$ cat src/rtl/key_led_pattern.sv
`default_nettype none
// ============================================================================
// Module   : key_led_pattern
// Purpose  : Debounces two active-low push keys (key[0] = MODE, key[1] = PAUSE)
//            and drives an LED bus with one of four patterns: OFF, BLINK,
//            ALTERNATE or RUN. The pattern steps once every TICK_MAX cycles
//            and can be paused.
// Options  : KEY_LED_PINGPONG_EN - when defined, RUN bounces between the end
//            LEDs instead of wrapping from the top LED back to LED 0.
// Revision : 1.0 - initial release
// ============================================================================
module key_led_pattern #(
    parameter int LED_W    = 4,
    parameter int TICK_MAX = 25_000_000,
    parameter int DEB_MAX  = 1_000_000
) (
    input  logic             sys_clk,
    input  logic             rst,
    input  logic [1:0]       key,
    output logic [LED_W-1:0] led,
    output logic [1:0]       mode,
    output logic             paused
);

    localparam int TICK_W = $clog2(TICK_MAX);
    localparam int DEB_W  = $clog2(DEB_MAX);
    localparam int POS_W  = $clog2(LED_W);

    localparam logic [TICK_W-1:0] c_TICK_LAST = TICK_W'(TICK_MAX - 1);
    localparam logic [DEB_W-1:0]  c_DEB_LAST  = DEB_W'(DEB_MAX - 1);
    localparam logic [POS_W-1:0]  c_POS_LAST  = POS_W'(LED_W - 1);

    localparam logic [1:0] c_MODE_OFF   = 2'd0;
    localparam logic [1:0] c_MODE_BLINK = 2'd1;
    localparam logic [1:0] c_MODE_ALT   = 2'd2;
    localparam logic [1:0] c_MODE_RUN   = 2'd3;

    // One-cycle press pulses out of the debouncers: bit 0 MODE, bit 1 PAUSE
    logic [1:0] w_press;

    for (genvar gi = 0; gi < 2; gi++) begin : g_key
        logic             r_meta;
        logic             r_sync;
        logic             r_stable;
        logic             r_press;
        logic [DEB_W-1:0] r_cnt;

        // Two-flop synchroniser, then accept a level only after DEB_MAX
        // consecutive differing samples; a 1->0 acceptance is a press.
        always_ff @(posedge sys_clk or posedge rst) begin
            if (rst) begin
                r_meta   <= 1'b1;
                r_sync   <= 1'b1;
                r_stable <= 1'b1;
                r_press  <= 1'b0;
                r_cnt    <= '0;
            end else begin
                r_meta  <= key[gi];
                r_sync  <= r_meta;
                r_press <= 1'b0;
                if (r_sync == r_stable) begin
                    r_cnt <= '0;
                end else if (r_cnt == c_DEB_LAST) begin
                    r_stable <= r_sync;
                    r_cnt    <= '0;
                    // Old stable level 1 means this flip is a release->press
                    r_press  <= r_stable;
                end else begin
                    r_cnt <= r_cnt + DEB_W'(1);
                end
            end
        end

        assign w_press[gi] = r_press;
    end

    logic w_mode_press;
    logic w_pause_press;
    assign w_mode_press  = w_press[0];
    assign w_pause_press = w_press[1];

    // ALTERNATE phase-0 pattern: every even-numbered LED lit
    logic [LED_W-1:0] w_alt_even;
    for (genvar gb = 0; gb < LED_W; gb++) begin : g_alt
        assign w_alt_even[gb] = ((gb % 2) == 0);
    end

    logic [1:0]        r_mode;
    logic              r_paused;
    logic              r_phase;
    logic [POS_W-1:0]  r_pos;
    logic [TICK_W-1:0] r_tick_cnt;
    logic [LED_W-1:0]  r_led;
    logic [POS_W-1:0]  w_pos_step;
    logic              w_tick;
    logic [LED_W-1:0]  w_pattern;

    assign w_tick = (r_tick_cnt == c_TICK_LAST) && !r_paused;

`ifdef KEY_LED_PINGPONG_EN
    logic r_dir_up;
    logic w_turn;

    // At an end LED the next step heads back the other way
    assign w_turn     = r_dir_up ? (r_pos == c_POS_LAST) : (r_pos == '0);
    assign w_pos_step = (r_dir_up ^ w_turn) ? (r_pos + POS_W'(1)) : (r_pos - POS_W'(1));

    // RUN direction: restarts upward on every MODE press, flips at the ends
    always_ff @(posedge sys_clk or posedge rst) begin
        if (rst) begin
            r_dir_up <= 1'b1;
        end else if (w_mode_press) begin
            r_dir_up <= 1'b1;
        end else if (w_tick && (r_mode == c_MODE_RUN) && w_turn) begin
            r_dir_up <= ~r_dir_up;
        end
    end
`else
    assign w_pos_step = (r_pos == c_POS_LAST) ? '0 : (r_pos + POS_W'(1));
`endif

    // Display pattern for the current mode/phase/position
    always_comb begin
        w_pattern = '0;
        case (r_mode)
            c_MODE_OFF:   w_pattern = '0;
            c_MODE_BLINK: w_pattern = {LED_W{~r_phase}};
            c_MODE_ALT:   w_pattern = r_phase ? ~w_alt_even : w_alt_even;
            c_MODE_RUN:   w_pattern = {{(LED_W-1){1'b0}}, 1'b1} << r_pos;
            default:      w_pattern = '0;
        endcase
    end

    // Mode, pause, tick counter and pattern stepping; MODE overrides PAUSE
    always_ff @(posedge sys_clk or posedge rst) begin
        if (rst) begin
            r_mode     <= c_MODE_OFF;
            r_paused   <= 1'b0;
            r_phase    <= 1'b0;
            r_pos      <= '0;
            r_tick_cnt <= '0;
            r_led      <= '0;
        end else begin
            r_led <= w_pattern;
            if (w_mode_press) begin
                r_mode     <= r_mode + 2'd1;
                r_paused   <= 1'b0;
                r_phase    <= 1'b0;
                r_pos      <= '0;
                r_tick_cnt <= '0;
            end else begin
                if (w_pause_press) begin
                    r_paused <= ~r_paused;
                end
                if (!r_paused) begin
                    if (r_tick_cnt == c_TICK_LAST) begin
                        r_tick_cnt <= '0;
                    end else begin
                        r_tick_cnt <= r_tick_cnt + TICK_W'(1);
                    end
                end
                if (w_tick) begin
                    case (r_mode)
                        c_MODE_BLINK, c_MODE_ALT: r_phase <= ~r_phase;
                        c_MODE_RUN:               r_pos   <= w_pos_step;
                        default:                  ;
                    endcase
                end
            end
        end
    end

    assign led    = r_led;
    assign mode   = r_mode;
    assign paused = r_paused;

endmodule
`default_nettype wire

$ cat config.mk
export PLATFORM = sky130hd
export DESIGN_NAME = key_led_pattern
export DESIGN_NICKNAME = d
export VERILOG_FILES = /design/src/rtl/key_led_pattern.sv
export SDC_FILE = /design/constraint.sdc
export NUM_CORES = 1
export LEC_CHECK = 0
export ABC_AREA = 1
export CAP_MARGIN = 20
export CORE_MARGIN = 2
export CORE_UTILIZATION = 28
export CTS_CLUSTER_SIZE = 24
export DETAILED_ROUTE_END_ITERATION = 8
export DONT_BUFFER_PORTS = 1
export MAX_ROUTING_LAYER = met4
export PLACE_DENSITY = 0.47
export SKIP_CTS_REPAIR_TIMING = 1
export SLEW_MARGIN = 20
export SYNTH_ARGS = -nofsm -noshare
export SYNTH_HDL_FRONTEND = slang
export SYNTH_SLANG_ARGS = --single-unit
$ cat constraint.sdc
create_clock -name sys_clk -period 5.4 [get_ports sys_clk]
set_clock_uncertainty 0.2 [all_clocks]
set_input_delay 1.08 -clock sys_clk [delete_from_list [all_inputs] [get_ports sys_clk]]
set_output_delay 1.08 -clock sys_clk [all_outputs]
set_load 0.01 [all_outputs]
==> flow_metrics.py, run 1 <==
metrics = {
    "finish": {
        "design_area_mm2": 0.00523,
        "multiInputGateArea_mm2": 0.00223,
        "fin_nets": 614,
        "nFillCells": 1792,
        "postLayoutCoreUtil_pct": 31.7,
        "drive_gt1_share_pct": 10.4,
        "instances_no_fill": 824,
        "regArea_mm2": 0.00208,
        "diodes": 0,
        "area_growth_pct": 11.8,
    },
    "drt": {
        "dr.pass1.iters": 4,
        "routedWlPerCell_um": 12.1,
        "viasPerCell": 4.48,
        "drc": 0,
        "vias": 3690,
        "postRouteAntennaNets": 0,
        "wl_um": 9930,
        "drt_iter0_markers": 141,
    },
    "synthesis": {
        "syn_inst": 592,
        "syn_nets": 607,
        "synth_top_area_share_pct": 41.2,
        "avgSynthCellArea_um2": 7.89,
        "synth-main-ff-cell": "dfrtp_1",
        "yosysMostFrequentCell": "nand2_1",
        "netlist_area_mm2": 0.00467,
        "ys_seq_elements": 83,
        "synth_edf_count": 0,
        "synth_cell_type_count": 40,
        "yosys_warnings": 0,
        "async_reset_ff_share_pct": 100,
        "yosysSeqAreaShare_pct": 44.6,
        "synthTopCellsByArea": "dfrtp_1 41%, nand2_1 9.9%, nor2_1 7.2%, inv_1 6.5%, xor2_1 4.1%",
        "synth_commonest_cells": "123 x nand2_1, 90 x nor2_1, 81 x inv_1, 77 x dfrtp_1, 37 x nand3_1",
        "yosysTopAreaCell": "dfrtp_1",
    },
    "floorplan": {
        "die_area_mm2": 0.0177,
        "rows": 47,
        "core_area_mm2": 0.0165,
        "die_h_um": 133,
        "die_w_um": 133,
        "initial_core_util_pct": 28.4,
        "pin_count": 11,
    },
    "placement": {
        "placed_area_mm2": 0.00492,
        "finalWeightedCongestion": 0.824,
        "dp_hpwl_um": 7090,
        "place_ws_ps": 2980,
        "portBuffers": 0,
        "dp_cells": 808,
    },
    "pwr": {
        "seqPwrFrac_pct": 48.3,
        "combPwrFrac_pct": 2.1,
        "swShare_pct": 21.2,
        "p_clk_share_pct": 49.5,
        "p_sw_uw": 277,
        "cellLeakagePower_uw": 0.00232,
        "p_int_uw": 1030,
        "powerDensity_mw_per_mm2": 250,
        "power.ir.vdd_worst_uv": 189,
    },
    "grt": {
        "grt_pass1_wl_um": 17500,
        "grt_antenna_before_repair": 0,
        "grt_overflow": 0,
        "grt_pass1_vias": 3705,
        "grt_max_degree": 53,
        "groute.usage.overall_pct": 12.6,
    },
    "sta": {
        "rsz0062_at_grt": "no",
        "finalCriticalPeriod_ps": 2180,
        "worst_slew_pin_slew_ps": 885,
        "drv_slew": 0,
        "setup_violations": 0,
        "final_hold_viol_count": 0,
        "worst_slack_ps": 3220,
        "max_freq_mhz": 459,
        "slew_headroom_pct": 40.9,
        "fin_crit_sh_pct": 40.3,
        "tns_ps": 0,
    },
    "status": {
        "status": "complete, no violations",
    },
    "run": {
        "maxCapViolCount": 0,
    },
    "clock_network": {
        "clk_path_buf_depth": 2,
        "ctsHtreeMaxLevel": 3,
        "cts_root_buf": "clkbuf_16",
        "numClockSinks": 83,
        "path_clk_slew_ps": 60,
        "cts_tree": "done",
        "clk_latency_ps": 350,
        "cts_buffers": 9,
    },
    "min_path": {
        "min_path_type": "reg2reg",
    },
    "worst_setup_path": {
        "critPathMaxFanout": 12,
        "cp.arrival_ps": 2200,
        "path_class": "reg2reg",
        "cp.required_ps": 5430,
        "reg2reg_slack_ps": 3220,
        "startpoint_type": "flip-flop",
        "end_kind": "flip-flop",
    },
}
[through the flow]
stage,hold slack (ps),total power (µW)
3_5_place_dp,150,674
4_1_cts,158,1330
6_report,157,1310
3_3_place_gp,150,673
2_1_floorplan,145,665
5_1_grt,164,1360
[per-layer routing]
metal,track usage [%],part of all wire [%]
met1,15.7,50
met2,19.6,45
met3,2.13,2.1
met4,6.50,2.7
met5,-,0
[final timing paths]
| kind | from | end | cells past startpoint |
|---|---|---|---|
| max | g_key[1].r_cnt[0] | g_key[1].r_cnt[16] | 10 |
| max in group asynchronous | rst | r_tick_cnt[18] | 2 |
| min reg2reg | g_key[0].r_meta | g_key[0].r_sync | 0 |
| min in group asynchronous | rst | g_key[1].r_cnt[2] | 1 |
| max reg2reg | g_key[1].r_cnt[0] | g_key[1].r_cnt[16] | 10 |
| min | g_key[0].r_meta | g_key[0].r_sync | 0 |
[final cells by class]
class                           instances  area share (%)
Clock buffer                           15            5.31
Clock inverter                          1           0.575
Inverter                               82            5.91
Multi-Input combinational cell        421            42.8
Sequential cell                        83            39.9
Tap cell                              220            5.27
Timing Repair Buffer                    2           0.287
[kinds of logic (layout without fill, tap and decap cells)]
family | after synthesis | in the layout | synth area share [%]
AND/OR/NAND/NOR | 325 | 325 | 32.5
buffers and inverters | 88 | 100 | 7.58
flip-flops | 83 | 83 | 44.6
AO/OA/AOI/OAI | 53 | 53 | 6.37
XOR/XNOR | 32 | 32 | 6.00
adder cells (fa/ha/maj) | 11 | 11 | 2.95
[cell usage in the layout, fill, tap and decap left out, drive strengths merged, types with 2 or more instances in the layout]
cell    instances
a21oi          18
a31oi           3
and2            2
buf             2
clkbuf         15
clkinv          2
dfrtp          77
dfstp           6
ha             11
inv            80
nand2         134
nand3          41
nand3b          3
nand4          12
nor2          107
nor3           19
nor3b           2
o21ai          25
o22ai           4
or2             4
xnor2          10
xor2           22
[flip-flops by register name, summed over array words and instances (netlist names)]
register / flops
g_key.r_cnt: 40
r_tick_cnt: 25
led: 4
g_key.r_meta: 2
g_key.r_press: 2
g_key.r_stable: 2
g_key.r_sync: 2
mode: 2
r_pos: 2
paused: 1
r_phase: 1
[power by group through the flow]
stage / logic, µW / clock network, µW / registers (µW)
after floorplan: 22.4 / 0 / 643
after detailed placement: 30.0 / 0 / 644
after CTS: 30.0 / 666 / 632
final: 28.0 / 648 / 632
after global routing: 33.1 / 691 / 633
after global placement: 29.1 / 0 / 643
[worst max-delay path, cell delays in order (launching register included)]
cell and delay [ps]:
dfrtp_1 370, ha_1 200, nand3_1 120, inv_1 90, nand3_1 90, inv_1 80
nand3_1 130, nand2_1 370, inv_1 210, o21ai_0 130, nor2_1 70
(Power assumes the default switching activity.)
==> run 2, diff against run 1 <==
Settings changed: PLACE_DENSITY 0.47 to 0.49.
Clock period 5.4 ns to 1.94 ns, I/O delays scaled along.
==> run 2 against run 1 <==
Compared with the run above: cell area up 3.1%; utilization up 0.99 points; hold slack worse by 3.9 ps; worst setup slack worse by 3100 ps; critical path type unchanged; critical endpoint is now r_tick_cnt[14].
==> flow_metrics.py, run 2 (same netlist as run 1, synthesis figures left out) <==
metrics = {
    "floorplan": {
        "die_area_mm2": 0.0177,
        "die_w_um": 133,
        "die_h_um": 133,
        "rows": 47,
        "pin_count": 11,
        "initial_core_util_pct": 28.4,
        "core_area_mm2": 0.0165,
    },
    "clock_network": {
        "cts_tree": "done",
        "path_clk_slew_ps": 60,
        "cts_buffers": 9,
        "ctsHtreeMaxLevel": 3,
        "clk_latency_ps": 350,
        "clk_path_buf_depth": 2,
        "cts_root_buf": "clkbuf_16",
        "numClockSinks": 83,
    },
    "pwr": {
        "total_power_uw": 3720,
        "powerDensity_mw_per_mm2": 690,
        "cellLeakagePower_uw": 0.00240,
        "power.ir.vdd_worst_uv": 486,
    },
    "sta": {
        "rsz0062_at_grt": "no",
        "finalCriticalPeriod_ps": 1780,
        "setup_violations": 0,
        "tns_ps": 0,
        "drv_slew": 0,
        "fin_crit_sh_pct": 91.7,
        "slew_headroom_pct": 69.1,
        "worst_slew_pin_slew_ps": 460,
        "final_hold_viol_count": 0,
        "max_freq_mhz": 562,
    },
    "worst_setup_path": {
        "cp.required_ps": 1960,
        "reg2reg_depth": 11,
        "reg2reg_from": "r_tick_cnt[0]",
        "path_class": "reg2reg",
        "r2r_end": "r_tick_cnt[14]",
        "critPathMaxFanout": 11,
        "end_kind": "flip-flop",
        "startpoint_type": "flip-flop",
        "reg2reg_slack_ps": 160,
        "cp.arrival_ps": 1800,
    },
    "min_path": {
        "hold_depth": 0,
        "hold_end": "g_key[0].r_sync",
        "min_path_type": "reg2reg",
        "min-delay-start": "g_key[0].r_meta",
    },
    "finish": {
        "top_register": "g_key.r_cnt",
        "final_cell_mix": "123 x nand2_1, 89 x nor2_1, 79 x inv_1",
        "diodes": 0,
        "postLayoutCoreUtil_pct": 32.7,
        "fin_nets": 628,
        "regArea_mm2": 0.00208,
        "area_growth_pct": 15.3,
        "multiInputGateArea_mm2": 0.00224,
        "layout_commonest_cell": "nand2_1",
        "largest_reg_flops": 40,
        "nFillCells": 1738,
        "drive_gt1_share_pct": 12.8,
    },
    "status": {
        "status": "complete, no violations",
    },
    "placement": {
        "dp_hpwl_um": 7130,
        "finalWeightedCongestion": 0.872,
        "portBuffers": 0,
    },
    "grt": {
        "grt_antenna_before_repair": 0,
        "grt_max_degree": 84,
        "grt_pass1_vias": 3518,
        "grt_overflow": 0,
        "grt_pass1_wl_um": 16800,
        "groute.usage.overall_pct": 12.1,
    },
    "drt": {
        "wl_um": 9770,
        "routedWlPerCell_um": 11.7,
        "drt_iter0_markers": 196,
        "postRouteAntennaNets": 0,
        "vias": 3696,
        "viasPerCell": 4.41,
        "dr.pass1.iters": 4,
        "drc": 0,
    },
    "run": {
        "maxCapViolCount": 0,
    },
}
==> run 2: changes by cell type in the layout (fill, tap and decap cells not counted), moves of 2 or more <==
cell / change
dlygate4sd3_1: +3
buf_4: +9
clkbuf_8: -2
buf_12: +2
==> run 2: worst max-delay path by stage <==
stage                         startpoint             end
final                      r_tick_cnt[0]  r_tick_cnt[14]
after global placement     r_tick_cnt[0]  r_tick_cnt[17]
after detailed placement   r_tick_cnt[0]  r_tick_cnt[14]
after global routing      r_tick_cnt[14]  r_tick_cnt[18]
after floorplan            r_tick_cnt[0]  r_tick_cnt[22]
after CTS                  r_tick_cnt[0]  r_tick_cnt[17]
==> run 2: per-layer routing <==
layer	wire, µm	part of all wire, %	up-vias	track usage (%)
li1	-	-	1904	-
met1	4740	49	1743	15.3
met2	4590	47	35	19.1
met4	143	1.5	0	3.78
met5	0	0	-	-
met3	290	3.0	14	3.20
==> run 2: stage by stage <==
stage,setup slack [ps],hold slack (ps),area [µm²],instances
finish,160,153,5390,838
global route,5.56,155,5390,838
global placement,144,145,5020,818
floorplan,252,145,4680,592
CTS,78.1,-187,5340,834
detailed placement,102,147,5020,818
==> run 2: worst max-delay path, cell delays in order (launching register included) <==
cell	delay, ps
dfrtp_1	370
ha_2	220
nand2_2	70
nor2_4	130
nand2_2	70
clkinv_1	60
nand2_2	70
nor2_2	140
nor2_2	60
buf_12	140
o21ai_2	50
o21ai_1	70
==> run 2: where the power goes <==
part           total (µW)  switching, µW  internal [µW]
clock                1870            703           1160
sequential           1760           11.2           1750
combinational        90.0           63.7           26.3
total                3720            778           2940
==> run 2: layout make-up <==
cell class                 count  area share (%)
tap                          220            5.11
inverter                      82            5.78
timing repair buffer          16            2.83
clock buffer                  12            4.57
sequential                    83            38.7
clock inverter                 4            1.37
multi-input combinational    421            41.7
